<file path="config.mk">
export PLATFORM = sky130hd
export DESIGN_NAME = slave_spi
export DESIGN_NICKNAME = d
export VERILOG_FILES = /design/src/rtl/slave_spi.sv
export SDC_FILE = /design/constraint.sdc
export NUM_CORES = 1
export LEC_CHECK = 0
export BUFFER_PORTS_ARGS = -buffer_cell sky130_fd_sc_hd__buf_4
export CORE_MARGIN = 10
export CORE_UTILIZATION = 56
export CTS_CLUSTER_DIAMETER = 120
export DETAILED_ROUTE_END_ITERATION = 10
export PLACE_DENSITY = 0.84
export SYNTH_ARGS = -nofsm -noshare
export SYNTH_HDL_FRONTEND = slang
export SYNTH_SLANG_ARGS = --single-unit
</file>
<file path="constraint.sdc">
create_clock -name clk -period 2.28 [get_ports clk]
set_input_delay 0.456 -clock clk [delete_from_list [all_inputs] [get_ports clk]]
set_output_delay 0.456 -clock clk [all_outputs]
set_load 0.03 [all_outputs]
</file>
<file path="src/rtl/slave_spi.sv">
// Receive end of an inter-node instruction link: deserializes one MSB-first
// frame per chip-select window and hands the word off with valid/ready.
module slave_spi #(
    parameter int WIDTH = 32
) (
    input  logic             clk,
    input  logic             rst_n,
    input  logic             sclk_in,
    input  logic             cs_n_in,
    input  logic             sdata_in,
    output logic [WIDTH-1:0] out_instr,
    output logic             out_valid,
    input  logic             out_ready,
    output logic             frame_err,
    output logic             overrun,
    output logic             busy
);

    localparam int CNT_W   = $clog2(WIDTH);
    localparam int SHIFT_W = WIDTH - 1;
    localparam logic [CNT_W-1:0] LAST_BIT = CNT_W'(WIDTH - 1);
    // Bit order is {sdata, cs_n, sclk}; idle levels are data 0, cs_n 1, sclk 0.
    localparam logic [2:0] SYNC_IDLE = 3'b010;

    typedef enum logic [1:0] {
        IDLE,
        SHIFT,
        HOLD
    } state_t;

    logic [2:0]         pin_bus;
    logic [2:0]         meta_reg;
    logic [2:0]         sync_reg;
    logic               sclk_prev_reg;
    logic               cs_prev_reg;
    logic [1:0]         flush_reg;
    logic               armed_reg;

    state_t             state_reg, state_next;
    logic [CNT_W-1:0]   cnt_reg, cnt_next;
    logic [SHIFT_W-1:0] shift_reg, shift_next;
    logic [WIDTH-1:0]   instr_reg, instr_next;
    logic               valid_reg, valid_next;
    logic               frame_err_reg, frame_err_next;
    logic               overrun_reg, overrun_next;
    logic               word_done;

    logic sclk_sync, cs_n_sync, sdata_sync;
    logic sclk_rise, cs_fall, cs_rise;

    assign pin_bus    = {sdata_in, cs_n_in, sclk_in};
    assign sclk_sync  = sync_reg[0];
    assign cs_n_sync  = sync_reg[1];
    assign sdata_sync = sync_reg[2];

    assign sclk_rise = sclk_sync & ~sclk_prev_reg;
    assign cs_fall   = cs_prev_reg & ~cs_n_sync;
    assign cs_rise   = ~cs_prev_reg & cs_n_sync;

    always_ff @(posedge clk) begin
        if (!rst_n) begin
            meta_reg      <= SYNC_IDLE;
            sync_reg      <= SYNC_IDLE;
            sclk_prev_reg <= 1'b0;
            cs_prev_reg   <= 1'b1;
        end else begin
            meta_reg      <= pin_bus;
            sync_reg      <= meta_reg;
            sclk_prev_reg <= sclk_sync;
            cs_prev_reg   <= cs_n_sync;
        end
    end

    // A frame already under way at reset release must not be picked up: the
    // receiver only arms once the flushed synchronizer shows cs_n high.
    always_ff @(posedge clk) begin
        if (!rst_n) begin
            flush_reg <= 2'd0;
            armed_reg <= 1'b0;
        end else begin
            if (flush_reg != 2'd2) begin
                flush_reg <= flush_reg + 2'd1;
            end
            if (flush_reg == 2'd2 && cs_n_sync) begin
                armed_reg <= 1'b1;
            end
        end
    end

    always_ff @(posedge clk) begin
        if (!rst_n) begin
            state_reg     <= IDLE;
            cnt_reg       <= '0;
            shift_reg     <= '0;
            instr_reg     <= '0;
            valid_reg     <= 1'b0;
            frame_err_reg <= 1'b0;
            overrun_reg   <= 1'b0;
        end else begin
            state_reg     <= state_next;
            cnt_reg       <= cnt_next;
            shift_reg     <= shift_next;
            instr_reg     <= instr_next;
            valid_reg     <= valid_next;
            frame_err_reg <= frame_err_next;
            overrun_reg   <= overrun_next;
        end
    end

    always_comb begin
        state_next     = state_reg;
        cnt_next       = cnt_reg;
        shift_next     = shift_reg;
        instr_next     = instr_reg;
        valid_next     = valid_reg;
        frame_err_next = 1'b0;
        overrun_next   = 1'b0;
        word_done      = 1'b0;

        // Chip-select edges are tested before sclk_rise so they take priority.
        case (state_reg)
            IDLE: begin
                if (cs_fall && armed_reg) begin
                    state_next = SHIFT;
                    cnt_next   = '0;
                    shift_next = '0;
                end
            end
            SHIFT: begin
                if (cs_rise) begin
                    state_next     = IDLE;
                    cnt_next       = '0;
                    shift_next     = '0;
                    frame_err_next = (cnt_reg != '0);
                end else if (sclk_rise) begin
                    if (cnt_reg == LAST_BIT) begin
                        word_done  = 1'b1;
                        cnt_next   = '0;
                        state_next = HOLD;
                    end else begin
                        shift_next = SHIFT_W'({shift_reg, sdata_sync});
                        cnt_next   = cnt_reg + CNT_W'(1);
                    end
                end
            end
            HOLD: begin
                if (cs_rise) begin
                    state_next = IDLE;
                end
            end
            default: begin
                state_next = IDLE;
            end
        endcase

        if (word_done) begin
            if (!valid_reg || out_ready) begin
                instr_next = {shift_reg, sdata_sync};
                valid_next = 1'b1;
            end else begin
                overrun_next = 1'b1;
            end
        end else if (valid_reg && out_ready) begin
            valid_next = 1'b0;
        end
    end

    assign out_instr = instr_reg;
    assign out_valid = valid_reg;
    assign frame_err = frame_err_reg;
    assign overrun   = overrun_reg;
    assign busy      = (state_reg != IDLE);

endmodule
</file>
==> reports/qor.csv, run 1 <==
metric,value,unit
Initial DRC Count,134,
total clock sinks,84,
gr ovfl total,0,
num rows,27,
layout cells sized above 1,0.267,
Syn-to-layout area delta,18.4,%
clock slew at the register clock pins of the worst setup and hold paths,0.08,ns
unrepaired setup endpoints after global routing,false,
Tmin final,2.07,ns
hold_sp,cs_n_in,
Mapped Avg Cell Area,9.55,sq um
hpwl dp,4160,um
RePlAce Congestion,0.808,
design area,0.00385,sq mm
"FF+latch count, synth",84,
CTS tree,yes,
Critical Path Start,cnt_reg[0]$_SDFFE_PN0P_,
HP Class,primary input to register,
number of max-cap violations,0,
"Req. time, crit path",2.57,ns
Finished Layout Cells,446,
Root Driver,clkbuf_8,
Startpoint Class,register,
vias in the first global route,2352,
Ys Warns,0,
Total GRT Usage,0.144,
iteration count of the initial detailed-routing pass,4,
Final Hold Vio Count,0,
Die H,96.2,um
die width,96.2,um
first-pass GRT wire length,10600,um
Fmax,0.482,GHz
clock buffer depth,2,
postcts setup bufs,0,
Final setup viols,0,
Crit Reg-Reg Startpoint,cnt_reg[0]$_SDFFE_PN0P_,
clk_skew,0.0112,ns
"Top FF cell, synth",dfxtp_1,
Final WS setup,0.205,ns
R2R Path End,shift_reg[9]$_SDFFE_PN0P_,
Slew @ Worst Pin,0.450,ns
Setup TNS,0,ns
Crit Path Class,register to register,
fin nets,379,
vias per std cell,5.65,
initial antenna violation count,0,
"area leader, netlist",dfxtp_1,
area of the mapped netlist,0.00325,sq mm
R2R depth,8,
FILL cells,426,
dpl ws,0.300,ns
PD cells,817,mW/mm^2
Total Routed Length,6350,um
Initial Util,0.583,
Post-synth EDFFs,0,
"Seq/Total Area, Yosys",0.518,
placed inst area,0.00356,sq mm
worst-path fanout max,62,
Hold Path Stages,2,
Post-Syn Nets,350,
"count leader, synth",dfxtp_1,
die area,0.00925,sq mm
Detail Route Antenna Nets,0,
Core ar.,0.00557,sq mm
Post-Synthesis Cells,340,
largest net degree at the start of global routing,63,
H-tree depth,3,
Avg WL per Cell,14.2,um
Hold Buf Count CTS,0,
"top cells by area, synth","dfxtp_1, o21ai_2, nand4_1, nand3_1, nand2_1",
clk_lat worst skew,0.35,ns
final worst path period share,0.910,
Commonest cells post-synth,"dfxtp_1, nand2_1, nand3_1, nand4_1, o21ai_2",
Resize count post-CTS,0,
Num CTS Buffers,9,
Yosys cell types,38,
IO Port Bufs,41,
Boundary Pins,42,
max FFs per register,32,
leakage power,1.50,nW
placed insts,430,
n_diodes,0,
Max Slew Vio Count,0,
R2R setup slack,0.21,ns
CP Capture Type,register,
headroom to the max-slew limit,0.700,
status,"finished, final reports clean",
residual DRC count,0,
WHS Endpoint,meta_reg[1]$_SDFF_PN1_,
arrival time at the worst endpoint,2.36,ns
maximum VDD drop,0.000584,V
Via Count,2521,
post-synth top area share,0.518,
asr flop ratio synth,0,
-- cell type report --
class,instances,area (sq um),share of cell area
Sequential cell,84,1680,0.437
Multi-Input combinational cell,223,1380,0.359
Timing Repair Buffer,47,390,0.101
Tap cell,72,90.1,0.0234
Clock buffer,10,128,0.0332
Clock inverter,6,159,0.0413
Inverter,4,15.0,0.00390
-- through the flow --
| stage | util | power [mW] | hold slack [ns] |
|---|---|---|---|
| after global placement | 0.639 | 1.70 | 0.398 |
| final | 0.690 | 3.14 | 0.307 |
| after detailed placement | 0.639 | 1.70 | 0.400 |
| after global routing | 0.690 | 3.25 | 0.302 |
| after floorplan | - | 1.68 | 0.386 |
| after CTS | 0.690 | 3.17 | 0.296 |
-- logic make-up after synthesis --
logic type | share of synthesized area
adders and majority gates | 0.0154
and+or+nand+nor | 0.243
AOI/OAI and AO/OA | 0.161
muxes | 0.00347
xor gates and xnor gates | 0.00270
buffers and inverters | 0.0570
DFF | 0.518
-- power breakdown --
part           internal (mW)  switching, mW  leakage [nW]
clock network          0.953          0.521         0.141
registers               1.49         0.0158         0.678
logic                 0.0600         0.0997         0.684
total                   2.51          0.637          1.50
-- placed cells by master, fill, tap and decap left out, types with 3 or more instances in the layout --
cell	instances
clkbuf_8	9
buf_12	3
and3_1	3
o21ai_2	30
ha_1	4
dfxtp_1	84
buf_4	44
nand2b_1	5
o21ai_1	17
and2_1	7
inv_1	4
bufinv_16	5
nand2_1	40
nand4_1	33
nor2b_1	4
nand3_1	34
o21ai_0	19
-- worst max-delay path: stages, from the launching register on --
cell	delay, ns
dfxtp_1	0.35
ha_1	0.23
and3_1	0.19
ha_1	0.22
nor3b_1	0.26
o32a_2	0.21
buf_12	0.27
nand4_1	0.17
o21ai_2	0.08
-- routing by layer --
metal  routed length, um  vias up  GRT usage
met5                   0        -          0
met4                  74        0     0.0553
met3                 390        6     0.0630
met2                3070       49      0.235
met1                2820     1174      0.162
li1                    -     1292          -
-- worst max-delay path by stage --
stage	to	cells past startpoint	slack [ns]
after floorplan	shift_reg[21]$_SDFFE_PN0P_	9	0.53
after global placement	shift_reg[29]$_SDFFE_PN0P_	8	0.38
after detailed placement	shift_reg[18]$_SDFFE_PN0P_	8	0.30
after CTS	shift_reg[25]$_SDFFE_PN0P_	8	0.20
after global routing	shift_reg[6]$_SDFFE_PN0P_	8	0.07
final	shift_reg[9]$_SDFFE_PN0P_	8	0.21
Note: power is estimated with default switching activity, not from simulation.
==> run 2: changes to the inputs <==
--- a/config.mk
+++ b/config.mk
@@ -8,9 +8,9 @@
 export BUFFER_PORTS_ARGS = -buffer_cell sky130_fd_sc_hd__buf_4
 export CORE_MARGIN = 10
 export CORE_UTILIZATION = 56
-export CTS_CLUSTER_DIAMETER = 120
 export DETAILED_ROUTE_END_ITERATION = 10
 export PLACE_DENSITY = 0.84
+export RECOVER_POWER = 25
 export SYNTH_ARGS = -nofsm -noshare
 export SYNTH_HDL_FRONTEND = slang
 export SYNTH_SLANG_ARGS = --single-unit
==> run 2 against run 1 <==
Against the previous run:
- critical endpoint is now shift_reg[2]$_SDFFE_PN0P_
- cell area shrank 2.2%
- first-iteration DRC count rose by 31%
- clock-buffer cell count is the same
- largest power group unchanged
- critical path type unchanged
- non-clock buffer count did not move
- cell count did not move
==> reports/qor.csv, run 2 (same netlist as run 1, synthesis figures left out) <==
metric,value,unit
CP Capture Type,register,
die width,96.2,um
PD cells,834,mW/mm^2
final worst path period share,0.914,
vias in the first global route,2352,
gr ovfl total,0,
maximum VDD drop,0.000587,V
Root Driver,clkbuf_8,
R2R setup slack,0.20,ns
Final Hold Vio Count,0,
headroom to the max-slew limit,0.327,
largest net degree at the start of global routing,63,
initial antenna violation count,0,
unrepaired setup endpoints after global routing,false,
clock buffer depth,2,
n_diodes,0,
FILL cells,438,
total clock sinks,84,
Critical Path Start,cnt_reg[0]$_SDFFE_PN0P_,
Die H,96.2,um
hold_sp,cs_n_in,
RePlAce Congestion,0.808,
Via Count,2502,
worst-path fanout max,62,
Total Routed Length,6380,um
clk_lat worst skew,0.35,ns
clk_skew,0.0129,ns
die area,0.00925,sq mm
Max Slew Vio Count,0,
num rows,27,
Total GRT Usage,0.144,
Tmin final,2.08,ns
IO Port Bufs,41,
max FFs per register,32,
Initial DRC Count,176,
arrival time at the worst endpoint,2.37,ns
Crit Reg-Reg Startpoint,cnt_reg[0]$_SDFFE_PN0P_,
Initial Util,0.583,
layout cells sized above 1,0.217,
Hold Path Stages,2,
Detail Route Antenna Nets,0,
HP Class,primary input to register,
Finished Layout Cells,446,
Fmax,0.480,GHz
Boundary Pins,42,
Avg WL per Cell,14.3,um
first-pass GRT wire length,10600,um
Syn-to-layout area delta,15.8,%
Final setup viols,0,
R2R depth,8,
"commonest non-fill, non-tap cell in the layout",dfxtp_1,
postcts setup bufs,0,
status,"finished, final reports clean",
Num CTS Buffers,9,
Core ar.,0.00557,sq mm
hpwl dp,4160,um
iteration count of the initial detailed-routing pass,4,
R2R Path End,shift_reg[2]$_SDFFE_PN0P_,
Crit Path Class,register to register,
residual DRC count,0,
number of max-cap violations,0,
"Req. time, crit path",2.57,ns
clock slew at the register clock pins of the worst setup and hold paths,0.08,ns
WHS Endpoint,meta_reg[1]$_SDFF_PN1_,
CTS tree,yes,
Startpoint Class,register,
Resize count post-CTS,0,
Hold Buf Count CTS,0,
H-tree depth,3,
Setup TNS,0,ns
leakage power,1.42,nW
placed insts,430,
fin nets,379,
most frequent cells in the layout,"dfxtp_1, nand2_1, nand3_1, nand4_1, o21ai_2",
vias per std cell,5.61,
Slew @ Worst Pin,1.01,ns
## run 2: cell types whose count changed in the layout (fill, tap and decap cells not counted), sizes merged
cell	before	now
buf	47	28
clkbuf	10	29
## run 2: routing by layer
layer / track usage / share of wire
met1: 0.162 / 0.43
met2: 0.235 / 0.49
met3: 0.0630 / 0.067
met4: 0.0553 / 0.012
met5: 0 / 0
## run 2: area by class of cell
cell class | count | area, sq um | share of cell area
Multi-Input combinational cell | 223 | 1380 | 0.367
Clock buffer | 10 | 128 | 0.0339
Inverter | 4 | 15.0 | 0.00399
Tap cell | 72 | 90.1 | 0.0240
Sequential cell | 84 | 1680 | 0.447
Clock inverter | 6 | 159 | 0.0422
Timing Repair Buffer | 47 | 308 | 0.0818
## run 2: worst max-delay path by stage
| stage | end | cells past startpoint | slack (ns) |
|---|---|---|---|
| detailed placement | shift_reg[18]$_SDFFE_PN0P_ | 8 | 0.30 |
| floorplan | shift_reg[21]$_SDFFE_PN0P_ | 9 | 0.53 |
| global route | shift_reg[6]$_SDFFE_PN0P_ | 8 | 0.04 |
| CTS | shift_reg[25]$_SDFFE_PN0P_ | 8 | 0.20 |
| finish | shift_reg[2]$_SDFFE_PN0P_ | 8 | 0.20 |
| global placement | shift_reg[29]$_SDFFE_PN0P_ | 8 | 0.38 |
## run 2: through the flow
stage	utilization	instance area (sq um)	power, mW	hold slack, ns	setup WS [ns]
floorplan	-	3250	1.68	0.386	0.532
global route	0.675	3760	3.25	0.302	0.0399
finish	0.675	3760	3.14	0.309	0.197
global placement	0.639	3560	1.70	0.398	0.378
detailed placement	0.639	3560	1.70	0.400	0.300
CTS	0.690	3850	3.17	0.296	0.196
## run 2: power breakdown
part           leakage (nW)  internal (mW)  switching, mW  total, mW
Clock                 0.141          0.953          0.522       1.48
Combinational         0.603         0.0553         0.0996      0.155
Sequential            0.678           1.49         0.0158       1.51
## run 2: critical path: stages (launching register included)
cell     delay, ns
dfxtp_1       0.35
ha_1          0.23
and3_1        0.19
ha_1          0.22
nor3b_1       0.25
o32a_2        0.20
buf_12        0.27
nand4_1       0.16
o21ai_2       0.10
